## config.mk

```make
export PLATFORM = sky130hd
export DESIGN_NAME = shift_sequencer
export DESIGN_NICKNAME = d
export VERILOG_FILES = /design/src/rtl/shift_seq_pkg.sv /design/src/rtl/tick_gen.sv /design/src/rtl/shift_sequencer.sv
export SDC_FILE = /design/constraint.sdc
export NUM_CORES = 1
export LEC_CHECK = 0
export BUFFER_PORTS_ARGS = -buffer_cell sky130_fd_sc_hd__buf_2
export CAP_MARGIN = 10
export CORE_AREA = 4 4 62 75
export DETAILED_ROUTE_END_ITERATION = 16
export DIE_AREA = 0 0 66 79
export PLACE_DENSITY_LB_ADDON = 0.12
export SLEW_MARGIN = 15
export SYNTH_ARGS = -nofsm -noshare
export SYNTH_HDL_FRONTEND = slang
export SYNTH_HIERARCHICAL = 1
export SYNTH_SLANG_ARGS = --single-unit
```

## constraint.sdc

```tcl
create_clock -name CLK -period 7.9 [get_ports CLK]
set_clock_uncertainty 0.05 [all_clocks]
set_input_delay 0 -clock CLK [delete_from_list [all_inputs] [get_ports CLK]]
set_output_delay 0 -clock CLK [all_outputs]
set_load 0.01 [all_outputs]
```

## src/rtl/shift_seq_pkg.sv

```systemverilog
// rtl/shift_seq_pkg.sv - mode encoding shared by the shift sequencer
package shift_seq_pkg;

  typedef enum logic [1:0] {
    MODE_MANUAL = 2'd0,
    MODE_FILL   = 2'd1,
    MODE_DRAIN  = 2'd2,
    MODE_ROTATE = 2'd3
  } mode_t;

  // Mode button order: MANUAL -> FILL -> ROTATE -> MANUAL; DRAIN also jumps to ROTATE.
  function automatic mode_t next_mode(input mode_t m);
    case (m)
      MODE_MANUAL:            return MODE_FILL;
      MODE_FILL, MODE_DRAIN:  return MODE_ROTATE;
      default:                return MODE_MANUAL;
    endcase
  endfunction

endpackage

```

## src/rtl/tick_gen.sv

```systemverilog
// rtl/tick_gen.sv - free-running prescaler emitting a one-cycle tick every TICK_DIV clocks
module tick_gen #(
  parameter int TICK_DIV = 25_000_000
) (
  input  logic CLK,
  input  logic RST_N,
  input  logic clr,
  output logic tick
);

  localparam int CNT_W = $clog2(TICK_DIV);
  localparam logic [CNT_W-1:0] CNT_LAST = CNT_W'(TICK_DIV - 1);

  logic [CNT_W-1:0] cnt;
  logic             at_last;

  assign at_last = (cnt == CNT_LAST);
  assign tick    = at_last & ~clr;

  always_ff @(posedge CLK or negedge RST_N) begin
    if (!RST_N) begin
      cnt <= '0;
    end else if (clr || at_last) begin
      cnt <= '0;
    end else begin
      cnt <= cnt + CNT_W'(1);
    end
  end

endmodule

```

## src/rtl/shift_sequencer.sv

```systemverilog
// rtl/shift_sequencer.sv - drives shift strobe and serial bit for an external DFF chain
module shift_sequencer
  import shift_seq_pkg::*;
#(
  parameter int WIDTH    = 4,
  parameter int TICK_DIV = 25_000_000
) (
  input  logic  CLK,
  input  logic  RST_N,
  input  logic  btn_mode,
  input  logic  btn_step,
  input  logic  sw_data,
  input  logic  q_tap,
  output logic  shift_en,
  output logic  shift_din,
  output mode_t mode
);

  localparam int CW = $clog2(WIDTH + 1);
  localparam logic [CW-1:0] LAST = CW'(WIDTH);

  logic          mode_hist, step_hist;
  logic          mode_edge, step_edge;
  logic          tick, clr;
  logic [CW-1:0] step_cnt, cnt_n;
  mode_t         mode_n;
  logic          en_n, din_n;

  assign mode_edge = btn_mode & ~mode_hist;
  assign step_edge = btn_step & ~step_hist;
  // Prescaler idles at zero in MANUAL so every auto mode starts a full period after its edge.
  assign clr       = mode_edge | (mode == MODE_MANUAL);

  tick_gen #(.TICK_DIV(TICK_DIV)) u_tick_gen (
    .CLK   (CLK),
    .RST_N (RST_N),
    .clr   (clr),
    .tick  (tick)
  );

  always_ff @(posedge CLK or negedge RST_N) begin
    if (!RST_N) begin
      mode_hist <= 1'b1;
      step_hist <= 1'b1;
      mode      <= MODE_MANUAL;
      step_cnt  <= '0;
      shift_en  <= 1'b0;
      shift_din <= 1'b0;
    end else begin
      mode_hist <= btn_mode;
      step_hist <= btn_step;
      mode      <= mode_n;
      step_cnt  <= cnt_n;
      shift_en  <= en_n;
      shift_din <= din_n;
    end
  end

  always_comb begin
    mode_n = mode;
    cnt_n  = step_cnt;
    en_n   = 1'b0;
    din_n  = shift_din;
    if (mode_edge) begin
      mode_n = next_mode(mode);
      cnt_n  = '0;
    end else begin
      case (mode)
        MODE_MANUAL: begin
          if (step_edge) begin
            en_n  = 1'b1;
            din_n = sw_data;
          end
        end
        MODE_FILL, MODE_DRAIN: begin
          if (tick) begin
            en_n  = 1'b1;
            din_n = (mode == MODE_FILL);
            if (step_cnt == LAST - CW'(1)) begin
              cnt_n  = '0;
              mode_n = (mode == MODE_FILL) ? MODE_DRAIN : MODE_FILL;
            end else begin
              cnt_n = step_cnt + CW'(1);
            end
          end
        end
        default: begin
          if (tick) begin
            en_n = 1'b1;
            // One seed bit, WIDTH-1 zeros, then recirculate the last stage.
            if (step_cnt == '0) begin
              din_n = 1'b1;
            end else if (step_cnt != LAST) begin
              din_n = 1'b0;
            end else begin
              din_n = q_tap;
            end
            if (step_cnt != LAST) begin
              cnt_n = step_cnt + CW'(1);
            end
          end
        end
      endcase
    end
  end

endmodule

```

==> flow_summary.toml, run 1 <==
[place]
dp.cells = 253
gp_congestion = 0.8178
numPortBuffers = 9
dp_hpwl_mm = 2.848
placedInstanceArea_mm2 = 0.001994

[power]
ir_drop_mv = 0.1416
total_power_mw = 0.3783
power_switching_share = 0.2718
pwr_density_cell_mw_per_mm2 = 178.9
p_switching_mw = 0.1028
p_leak_nw = 0.8679
p_comb_frac = 0.124
p_clk_frac = 0.343
p_int_mw = 0.2754
pwr-share-seq = 0.533

[drt]
via_per_inst = 5.841
wirelength_mm = 3.992
drt-initial-drc-count = 122
drt-wirelength-per-cell_um = 15.12
via_count = 1542
first_pass_iters = 4
drc = 0
postRouteAntennaNets = 0

[synth]
yosys.area.top_type = "dfrtp_1"
mappedNetlistArea_mm2 = 0.001916
syn-instance-count = 196
yosysUniqueCellTypes = 49
syn_nets = 208
synth-edff-count = 0
syn_avg_cell_area_um2 = 9.773
synth_top_cell_area_share = 0.4180
synthArstFlopShare = 1.000
synth.area.top_cells = "dfrtp_1 42%, ha_1 3.9%, xnor2_1 3.7%"
yosysWarnings = 6
synth_seq_area_share = 0.4455
synth-seq-cells = 34
synth_ff_type = "dfrtp_1"

[setup_path]
worstPathRequired_ps = 8000
worstPathArrival_ps = 2940
crit_path_start_kind = "register"
worst-path-max-fanout = 6
path_class = "reg -> reg"
end_kind = "register"
reg2reg_depth = 7

[grt]
antenna_found_initial = 0
grt_pass1_vias = 1636
grt_first_pass_wirelength_mm = 7.217
grt.total_usage = 0.1776
grt_overflow = 0
grt_max_degree = 35

[run_status]
outcome = "complete, no violations"

[final_layout]
layout.nets = 221
drive_gt1_frac = 0.1476
syn_to_final_growth_pct = 10.39
final-instance-count-excl-fill = 264
fill_cells = 361
design_area_mm2 = 0.002115
antenna_cells = 0

[sta]
rsz0062_at_grt = "false"
max_slew_margin = 0.4331
fin_crit_ps = 2843
clock.fmax_ghz = 0.3518
hold_slack_ps = 146.1
finalSetupViolCount = 0
drv_slew = 0
hold_violations = 0
worst_slew_pin_slew_ps = 850.4
finalCritPeriodShare = 0.3599
fin_setup_tns_ps = 0

[cts]
clkLatencyLatePin_ps = 280
clockBufferDepth = 2
cts_sinks = 34
cts_resized = 0
post_cts_buffers = 0
cts_tree = "built"
cts.root.buffer_cell = "clkbuf_8"
htree_levels = 2
path_clk_slew_ps = 70
cts_buffers = 5

[die]
num_rows = 25
coreArea_mm2 = 0.003910
start_util = 0.4899
die_w_um = 66
dieArea_mm2 = 0.005214
fp.dieH_um = 79
io_pins = 10

[job]
drv_cap = 0

[worst_hold_path]
holdPathStages = 3
hold_path_class = "in -> reg"
## per-stage QoR
| step | utilization | worst slack (ps) |
|---|---|---|
| 6_report | 0.5408 | 5057 |
| 5_1_grt | 0.5408 | 4791 |
| 4_1_cts | 0.5408 | 5001 |
| 3_5_place_dp | 0.5101 | 5025 |
| 3_3_place_gp | 0.5101 | 5223 |
| 2_1_floorplan | - | 5354 |
## timing repair
item | 4_1_cts | 5_1_grt
setup endpoints to repair | 0 | 0
hold buffers | 3 | 0
endpoints found under the hold margin | 34 | 0
## area by class of cell
cell class                      instances  area [um2]  share of cell area
Inverter                                9       33.78             0.01598
Multi-Input combinational cell        147       994.7              0.4704
Sequential cell                        34       853.3              0.4035
Tap cell                               54       67.56             0.03195
Timing Repair Buffer                   12       75.07             0.03550
Clock buffer                            8       90.09             0.04260
## cell families after synthesis
group	after synthesis	share of synthesized area
XOR/XNOR	12	0.05487
AO/OA/AOI/OAI	38	0.1313
AND/OR/NAND/NOR	90	0.2887
adder cells (fa/ha/maj)	6	0.03919
multiplexers	1	0.005226
flip-flops	34	0.4455
buffers and inverters	15	0.03527
## cell usage after synthesis, types with 2 or more instances
cell	instances
dfrtp_1	32
nor2_1	18
nand2_1	13
a21oi_1	11
inv_1	9
nand3_1	8
xnor2_1	8
ha_1	6
nand4_1	6
o21ai_0	6
or4_1	6
o31ai_1	5
or3_1	5
nand2b_1	4
nor3_1	4
xor2_1	4
a211oi_1	3
a41o_1	3
buf_2	3
or4_2	3
a31oi_1	2
and2_1	2
and3b_1	2
and4_1	2
clkbuf_1	2
dfstp_2	2
nand3b_1	2
o41ai_1	2
or3_2	2
or4_4	2
## critical path, stage by stage, from the launching register on
cell	delay, ps
dfrtp_1	430
or4b_2	650
nor3_1	260
nand4_1	120
nor2_1	280
mux2i_1	140
or3_1	380
o41ai_1	410
## power by group through the flow
stage               registers [mW]  clock network (mW)  logic [mW]
floorplan                    0.199                   0      0.0345
global placement             0.204                   0      0.0435
detailed placement           0.204                   0      0.0459
finish                       0.202               0.130      0.0468
global route                 0.203               0.145      0.0543
CTS                          0.201               0.135      0.0475
## routing by layer
layer	wire (um)	global-route usage	up-vias
met2	2115	0.3190	28
met1	1705	0.1991	763
met5	0	0	-
li1	-	-	747
met4	44	0.06504	0
met3	127	0.04526	4
## worst paths after layout
path	startpoint	to	slack, ps
max	u_tick_gen/cnt[15]$_DFF_PN0_	shift_din$_DFFE_PN0P_	5060
min	sw_data	shift_din$_DFFE_PN0P_	150
max reg2reg	u_tick_gen/cnt[15]$_DFF_PN0_	shift_din$_DFFE_PN0P_	5060
min reg2reg	shift_din$_DFFE_PN0P_	shift_din$_DFFE_PN0P_	490
max in group asynchronous	RST_N	u_tick_gen/cnt[19]$_DFF_PN0_	7050
min in group asynchronous	RST_N	u_tick_gen/cnt[5]$_DFF_PN0_	270
## state kept, by name (all words and copies together) (netlist names)
name	flops
mode	2
mode_hist	1
shift_din	1
shift_en	1
step_cnt	3
step_hist	1
u_tick_gen/cnt	25
## placed cells by master (no fill, tap or decap), types with 8 or more instances in the layout
cell,n
nor2_1,18
dfrtp_1,32
inv_1,9
xnor2_1,8
buf_2,9
a21oi_1,11
nand2_1,13
nand3_1,8
Note: power is estimated with default switching activity, not from simulation.
==> run 2: changes to the inputs <==
--- a/config.mk
+++ b/config.mk
@@ -5,11 +5,12 @@
 export SDC_FILE = /design/constraint.sdc
 export NUM_CORES = 1
 export LEC_CHECK = 0
+export ABC_AREA = 1
 export BUFFER_PORTS_ARGS = -buffer_cell sky130_fd_sc_hd__buf_2
 export CAP_MARGIN = 10
-export CORE_AREA = 4 4 62 75
+export CORE_AREA = 4 4 64 78
 export DETAILED_ROUTE_END_ITERATION = 16
-export DIE_AREA = 0 0 66 79
+export DIE_AREA = 0 0 68 82
 export PLACE_DENSITY_LB_ADDON = 0.12
 export SLEW_MARGIN = 15
 export SYNTH_ARGS = -nofsm -noshare
==> constraint.sdc (replaced) <==
create_clock -name CLK -period 2.55 [get_ports CLK]
set_clock_uncertainty 0.05 [all_clocks]
set_input_delay 0 -clock CLK [delete_from_list [all_inputs] [get_ports CLK]]
set_output_delay 0 -clock CLK [all_outputs]
set_load 0.01 [all_outputs]
==> run 2 against run 1 <==
Effect of this change:
- cell area increased by 8.5%
- critical path type unchanged
- clock power grew to 3.8 times the previous value
- non-clock buffer count is the same
- combinational power grew to 5.3 times the previous value
- global-route usage rose by 0.11 points
- core utilization increased by 0.18 points
- maximum frequency is 51% higher
- critical endpoint is now step_cnt[1]$_DFFE_PN0P_
==> flow_summary.toml, run 2 <==
[sta]
drv_slew = 0
rsz0062_at_grt = "false"
hold_violations = 0
clock.fmax_ghz = 0.5302
max_slew_margin = 0.5051
finalCritPeriodShare = 0.7397
hold_slack_ps = 72.10
worst_slew_pin_slew_ps = 742.3
fin_setup_tns_ps = 0
finalWorstSetupSlack_ps = 663.9
finalSetupViolCount = 0
fin_crit_ps = 1886

[setup_path]
worstPathArrival_ps = 2000
path_class = "reg -> reg"
worst-path-max-fanout = 5
end_kind = "register"
reg2reg_depth = 10
crit_path_start_kind = "register"
worstPathRequired_ps = 2660

[synth]
yosysWarnings = 6
yosys.area.top_type = "dfrtp_1"
synth-seq-cells = 34
yosysMostFrequentCell = "nand2_1"
mappedNetlistArea_mm2 = 0.002059
synthArstFlopShare = 1.000
synthTopCellsByCount = "105 x nand2_1, 70 x nor2_1, 36 x inv_1, 32 x dfrtp_1, 21 x nand3_1"
synth_top_cell_area_share = 0.3888
syn-instance-count = 301
synth-edff-count = 0
syn_avg_cell_area_um2 = 6.842
syn_nets = 313
synth.area.top_cells = "dfrtp_1 39%, nand2_1 19%, nor2_1 13%"
synth_ff_type = "dfrtp_1"
synth_seq_area_share = 0.4143
yosysUniqueCellTypes = 17

[place]
gp_congestion = 0.8906
placedInstanceArea_mm2 = 0.002152
numPortBuffers = 9
dp_hpwl_mm = 3.261
dp_slack_ps = 672.0

[power]
pwr_density_cell_mw_per_mm2 = 592.6
p_comb_frac = 0.181
ir_drop_mv = 0.4195
power_switching_share = 0.2828
p_leak_nw = 1.064
p_clk_frac = 0.368
total_power_mw = 1.360
p_int_mw = 0.9753
p_switching_mw = 0.3846
pwr-share-seq = 0.451

[final_layout]
fill_cells = 419
drive_gt1_frac = 0.07233
regArea_um2 = 853.3
layout_common_cells = "105 x nand2_1, 70 x nor2_1, 36 x inv_1"
regMostFlops = "u_tick_gen/cnt"
layout_commonest_cell = "nand2_1"
syn_to_final_growth_pct = 11.42
top_regs = "u_tick_gen/cnt (25), step_cnt (3), mode (2)"
multi_input_area_mm2 = 0.001049
design_area_mm2 = 0.002295
largest_reg_flops = 25
antenna_cells = 0
layout.nets = 330

[die]
die_w_um = 68
num_rows = 26
coreArea_mm2 = 0.004229
start_util = 0.4870
io_pins = 10
fp.dieH_um = 82
dieArea_mm2 = 0.005576

[grt]
grt.total_usage = 0.1787
grt_first_pass_wirelength_mm = 7.438
antenna_found_initial = 0
grt_pass1_vias = 1752
grt_max_degree = 35
grt_overflow = 0

[cts]
cts_sinks = 34
cts_buffers = 5
cts_resized = 0
clockBufferDepth = 2
cts.root.buffer_cell = "clkbuf_8"
htree_levels = 2
clkLatencyLatePin_ps = 280
path_clk_slew_ps = 70
cts_tree = "built"

[job]
drv_cap = 0

[drt]
drc = 0
drt-wirelength-per-cell_um = 11.30
drt-initial-drc-count = 82
wirelength_mm = 4.227
first_pass_iters = 4
postRouteAntennaNets = 0
via_count = 1771
via_per_inst = 4.735

[worst_hold_path]
hold_path_class = "in -> reg"
holdPathStages = 7

[run_status]
outcome = "complete, no violations"
==> run 2: cell count changes after synthesis, moves of 5 or more <==
cell,change
a21oi_1,-9
inv_1,+27
nand2_1,+92
nand3_1,+13
nand4_1,-5
nor2_1,+52
o21ai_0,-5
o31ai_1,-5
or3_1,-5
or4_1,-6
==> run 2: timing repair <==
action                    4_1_cts  5_1_grt
setup buffers                   0        0
hold buffers                    3        0
hold endpoints to repair       34        0
==> run 2: per-stage QoR <==
| step | util | std cells |
|---|---|---|
| after global placement | 0.5089 | 364 |
| final | 0.5426 | 374 |
| after floorplan | - | 301 |
| after global routing | 0.5426 | 374 |
| after CTS | 0.5426 | 374 |
| after detailed placement | 0.5089 | 364 |
==> run 2: final timing paths <==
check / start / endpoint / slack, ps
setup / recovery: u_tick_gen/cnt[0]$_DFF_PN0_ / step_cnt[1]$_DFFE_PN0P_ / 660
hold / removal: sw_data / shift_din$_DFFE_PN0P_ / 70
setup reg to reg: u_tick_gen/cnt[0]$_DFF_PN0_ / step_cnt[1]$_DFFE_PN0P_ / 660
hold reg to reg: shift_din$_DFFE_PN0P_ / shift_din$_DFFE_PN0P_ / 440
max in group asynchronous: RST_N / mode[0]$_DFFE_PN0P_ / 1710
min in group asynchronous: RST_N / u_tick_gen/cnt[21]$_DFF_PN0_ / 270
==> run 2: cell families after synthesis <==
kind of cell | synth area share
xor gates and xnor gates | 0.06805
adders and majority gates | 0.03645
buffers and inverters | 0.07655
AOI/OAI and AO/OA | 0.007288
and+or+nand+nor | 0.3973
DFF | 0.4143
==> run 2: area by class of cell <==
type / count / share of cell area
Clock buffer: 6 / 0.03599
Clock inverter: 1 / 0.01309
Inverter: 36 / 0.05889
Multi-Input combinational cell: 229 / 0.4569
Sequential cell: 34 / 0.3719
Tap cell: 56 / 0.03053
Timing Repair Buffer: 12 / 0.03272
==> run 2: routing by layer <==
metal  GRT usage  part of all wire
met1      0.2010              0.43
met2      0.3240              0.52
met3     0.03694             0.037
met4     0.06759             0.012
met5           0                 0
==> run 2: critical path: stages, from the launching register on <==
cell,delay [ps]
dfrtp_1,410
ha_1,270
nand2_1,140
inv_1,140
nand4_1,90
nor3_1,220
nand2_1,130
inv_1,110
nand2_2,80
nand3_1,60
o21ai_0,70
==> run 2: power groups by stage <==
stage                     clock network [mW]  logic [mW]  registers [mW]
after global routing                   0.540       0.290           0.622
after detailed placement                   0       0.248           0.624
after global placement                     0       0.248           0.623
after floorplan                            0       0.181           0.626
after CTS                              0.512       0.251           0.615
final                                  0.500       0.247           0.613
==> run 3: changes to the inputs <==
--- a/config.mk
+++ b/config.mk
@@ -5,12 +5,12 @@
 export SDC_FILE = /design/constraint.sdc
 export NUM_CORES = 1
 export LEC_CHECK = 0
-export ABC_AREA = 1
+export ABC_AREA = 0
 export BUFFER_PORTS_ARGS = -buffer_cell sky130_fd_sc_hd__buf_2
 export CAP_MARGIN = 10
-export CORE_AREA = 4 4 64 78
+export CORE_AREA = 4 4 62 75
 export DETAILED_ROUTE_END_ITERATION = 16
-export DIE_AREA = 0 0 68 82
+export DIE_AREA = 0 0 66 79
 export PLACE_DENSITY_LB_ADDON = 0.12
 export SLEW_MARGIN = 15
 export SYNTH_ARGS = -nofsm -noshare
==> constraint.sdc (replaced) <==
create_clock -name CLK -period 1.6 [get_ports CLK]
set_clock_uncertainty 0.05 [all_clocks]
set_input_delay 0 -clock CLK [delete_from_list [all_inputs] [get_ports CLK]]
set_output_delay 0 -clock CLK [all_outputs]
set_load 0.01 [all_outputs]
==> run 3 against run 2 <==
Effect of this change:
- the flow now finishes with violations (negative setup slack)
- maximum frequency down 17%
- die area decreased by 6.5%
- cell area is 29% higher
- sequential cell count did not move
- highest routed layer unchanged
==> flow_summary.toml, run 3 (synthesized netlist as in run 1, its figures left out) <==
[run_status]
outcome = "finished, violations left"
violations = "negative setup slack"

[grt]
grt.total_usage = 0.2194
antenna_found_initial = 0
grt_pass1_vias = 1855
grt_first_pass_wirelength_mm = 8.763
grt_max_degree = 35
grt_overflow = 0

[place]
dp_hpwl_mm = 3.459
gp_congestion = 0.9420
numPortBuffers = 9

[final_layout]
antenna_cells = 0
layout_commonest_cell = "buf_4"
fin_util = 0.7542
layout.nets = 285
top_regs = "u_tick_gen/cnt (25), step_cnt (3), mode (2)"
drive_gt1_frac = 0.5219
layout_common_cells = "52 x buf_4, 29 x dfrtp_1, 13 x nand2_1"
largest_reg_flops = 25
regMostFlops = "u_tick_gen/cnt"
syn_to_final_growth_pct = 53.95

[setup_path]
end_kind = "register"
path_cells = "or4b_4 -> nor3_2 -> nand4_1 -> nor2_2 -> and2b_1 -> o41ai_2 -> o41ai_2"
crit_path_start_kind = "register"
timing.rr.start = "u_tick_gen/cnt[6]$_DFF_PN0_"
worstPathRequired_ps = 1710
slowest_stage = "or4b_4"
reg2reg_to = "shift_din$_DFFE_PN0P_"
crit_top_cell = "o41ai_2"
path_buf_inv = 0
critical-path-top-delay-family = "simple AND/OR/NAND/NOR gates"
worstPathArrival_ps = 2390
worst-path-max-fanout = 3
rrSetupSlack_ps = -670
reg2reg_depth = 7
critPathMaxStageDelay_ps = 510
path_class = "reg -> reg"

[drt]
drt-initial-drc-count = 147
postRouteAntennaNets = 0
drt-wirelength-per-cell_um = 17.02
via_per_inst = 5.607
via_count = 1839
drc = 0
wirelength_mm = 5.581
first_pass_iters = 4

[sta]
finalWorstSetupSlack_ps = -673.6
rsz0062_at_grt = "true"
drv_slew = 0
fin_setup_tns_ps = -11010
clock.fmax_ghz = 0.4398
hold_violations = 0
finalSetupViolCount = 31
max_slew_margin = 0.4784
worst_slew_pin_slew_ps = 782.3
fin_crit_ps = 2274
finalCritPeriodShare = 1.421

[die]
die_w_um = 66
io_pins = 10
num_rows = 25
start_util = 0.4899
dieArea_mm2 = 0.005214
fp.dieH_um = 79
coreArea_mm2 = 0.003910

[worst_hold_path]
holdPathStages = 3
hold_path_class = "in -> reg"
hold_end = "shift_din$_DFFE_PN0P_"
min_from = "sw_data"

[cts]
cts_tree = "built"
cts_sinks = 34
htree_levels = 2
clkLatencyLatePin_ps = 290
clockBufferDepth = 2
path_clk_slew_ps = 70
cts_buffers = 5
cts.root.buffer_cell = "clkbuf_8"

[job]
drv_cap = 0

[power]
ir_drop_mv = 0.7236
pwr_density_cell_mw_per_mm2 = 731.6
p_leak_nw = 1.233
-- run 3: cell types whose count changed in the layout (fill, tap and decap cells not counted), moves of 5 or more --
| cell | before | now |
|---|---|---|
| nor2_2 | 0 | 11 |
| buf_6 | 0 | 8 |
| a21oi_2 | 0 | 9 |
| inv_1 | 36 | 8 |
| nand2_1 | 105 | 13 |
| or4_4 | 0 | 10 |
| nand4_1 | 1 | 6 |
| nor2_1 | 70 | 5 |
| buf_4 | 0 | 52 |
| nand3_1 | 21 | 7 |
-- run 3: worst max path at each step --
| stage | startpoint | to | slack, ps | depth (start not counted) |
|---|---|---|---|---|
| global placement | u_tick_gen/cnt[9]$_DFF_PN0_ | shift_din$_DFFE_PN0P_ | -560 | 7 |
| CTS | u_tick_gen/cnt[9]$_DFF_PN0_ | shift_din$_DFFE_PN0P_ | -590 | 7 |
| global route | u_tick_gen/cnt[6]$_DFF_PN0_ | shift_din$_DFFE_PN0P_ | -770 | 7 |
| finish | u_tick_gen/cnt[6]$_DFF_PN0_ | shift_din$_DFFE_PN0P_ | -670 | 7 |
| floorplan | u_tick_gen/cnt[9]$_DFF_PN0_ | shift_din$_DFFE_PN0P_ | -610 | 7 |
| detailed placement | u_tick_gen/cnt[17]$_DFF_PN0_ | shift_din$_DFFE_PN0P_ | -660 | 7 |
-- run 3: worst register-to-register path: stages (launching register included) --
cell and delay (ps):
dfrtp_1 430, or4b_4 510, nor3_2 180, nand4_1 140
nor2_2 140, and2b_1 240, o41ai_2 320, o41ai_2 130
-- run 3: per-stage QoR --
| stage | hold WS [ps] | instances | total power, mW | instance area (um2) | setup WS (ps) |
|---|---|---|---|---|---|
| after CTS | 149.1 | 324 | 2.094 | 2750 | -585.1 |
| after floorplan | -345.6 | 196 | 1.202 | 2018 | -612.0 |
| final | 132.6 | 328 | 2.157 | 2949 | -673.6 |
| after detailed placement | 65.96 | 303 | 1.376 | 2446 | -655.5 |
| after global placement | 47.00 | 303 | 1.351 | 2446 | -556.3 |
| after global routing | 159.9 | 328 | 2.265 | 2949 | -771.9 |
-- run 3: layer usage --
metal  wire (um)  global-route usage  up-vias
met5           0                   0        -
met4         102             0.08130        0
met3         194             0.04526        9
met2        3043              0.3962       33
met1        2240              0.2502      925
li1            -                   -      872
-- run 3: layout make-up --
cell class / instances / area [um2]
Sequential cell: 34 / 857.1
Inverter: 9 / 33.78
Tap cell: 54 / 67.56
Timing Repair Buffer: 76 / 640.6
Multi-Input combinational cell: 147 / 1259
Fill cell: 253 / 960.9
Clock inverter: 1 / 5.005
Clock buffer: 7 / 86.33
-- run 3: power breakdown --
part | switching [mW] | total [mW] | internal [mW]
logic | 0.238 | 0.495 | 0.257
clock network | 0.329 | 0.676 | 0.347
registers | 0.0692 | 0.987 | 0.918
-- run 3: timing repair --
item                       CTS  global route
pin swaps                   19             8
buffers inserted            11             4
hold buffers                 3             0
resized for setup           27            32
setup endpoints to repair   31            31
gates cloned                 0             2
hold endpoints to repair    34             0
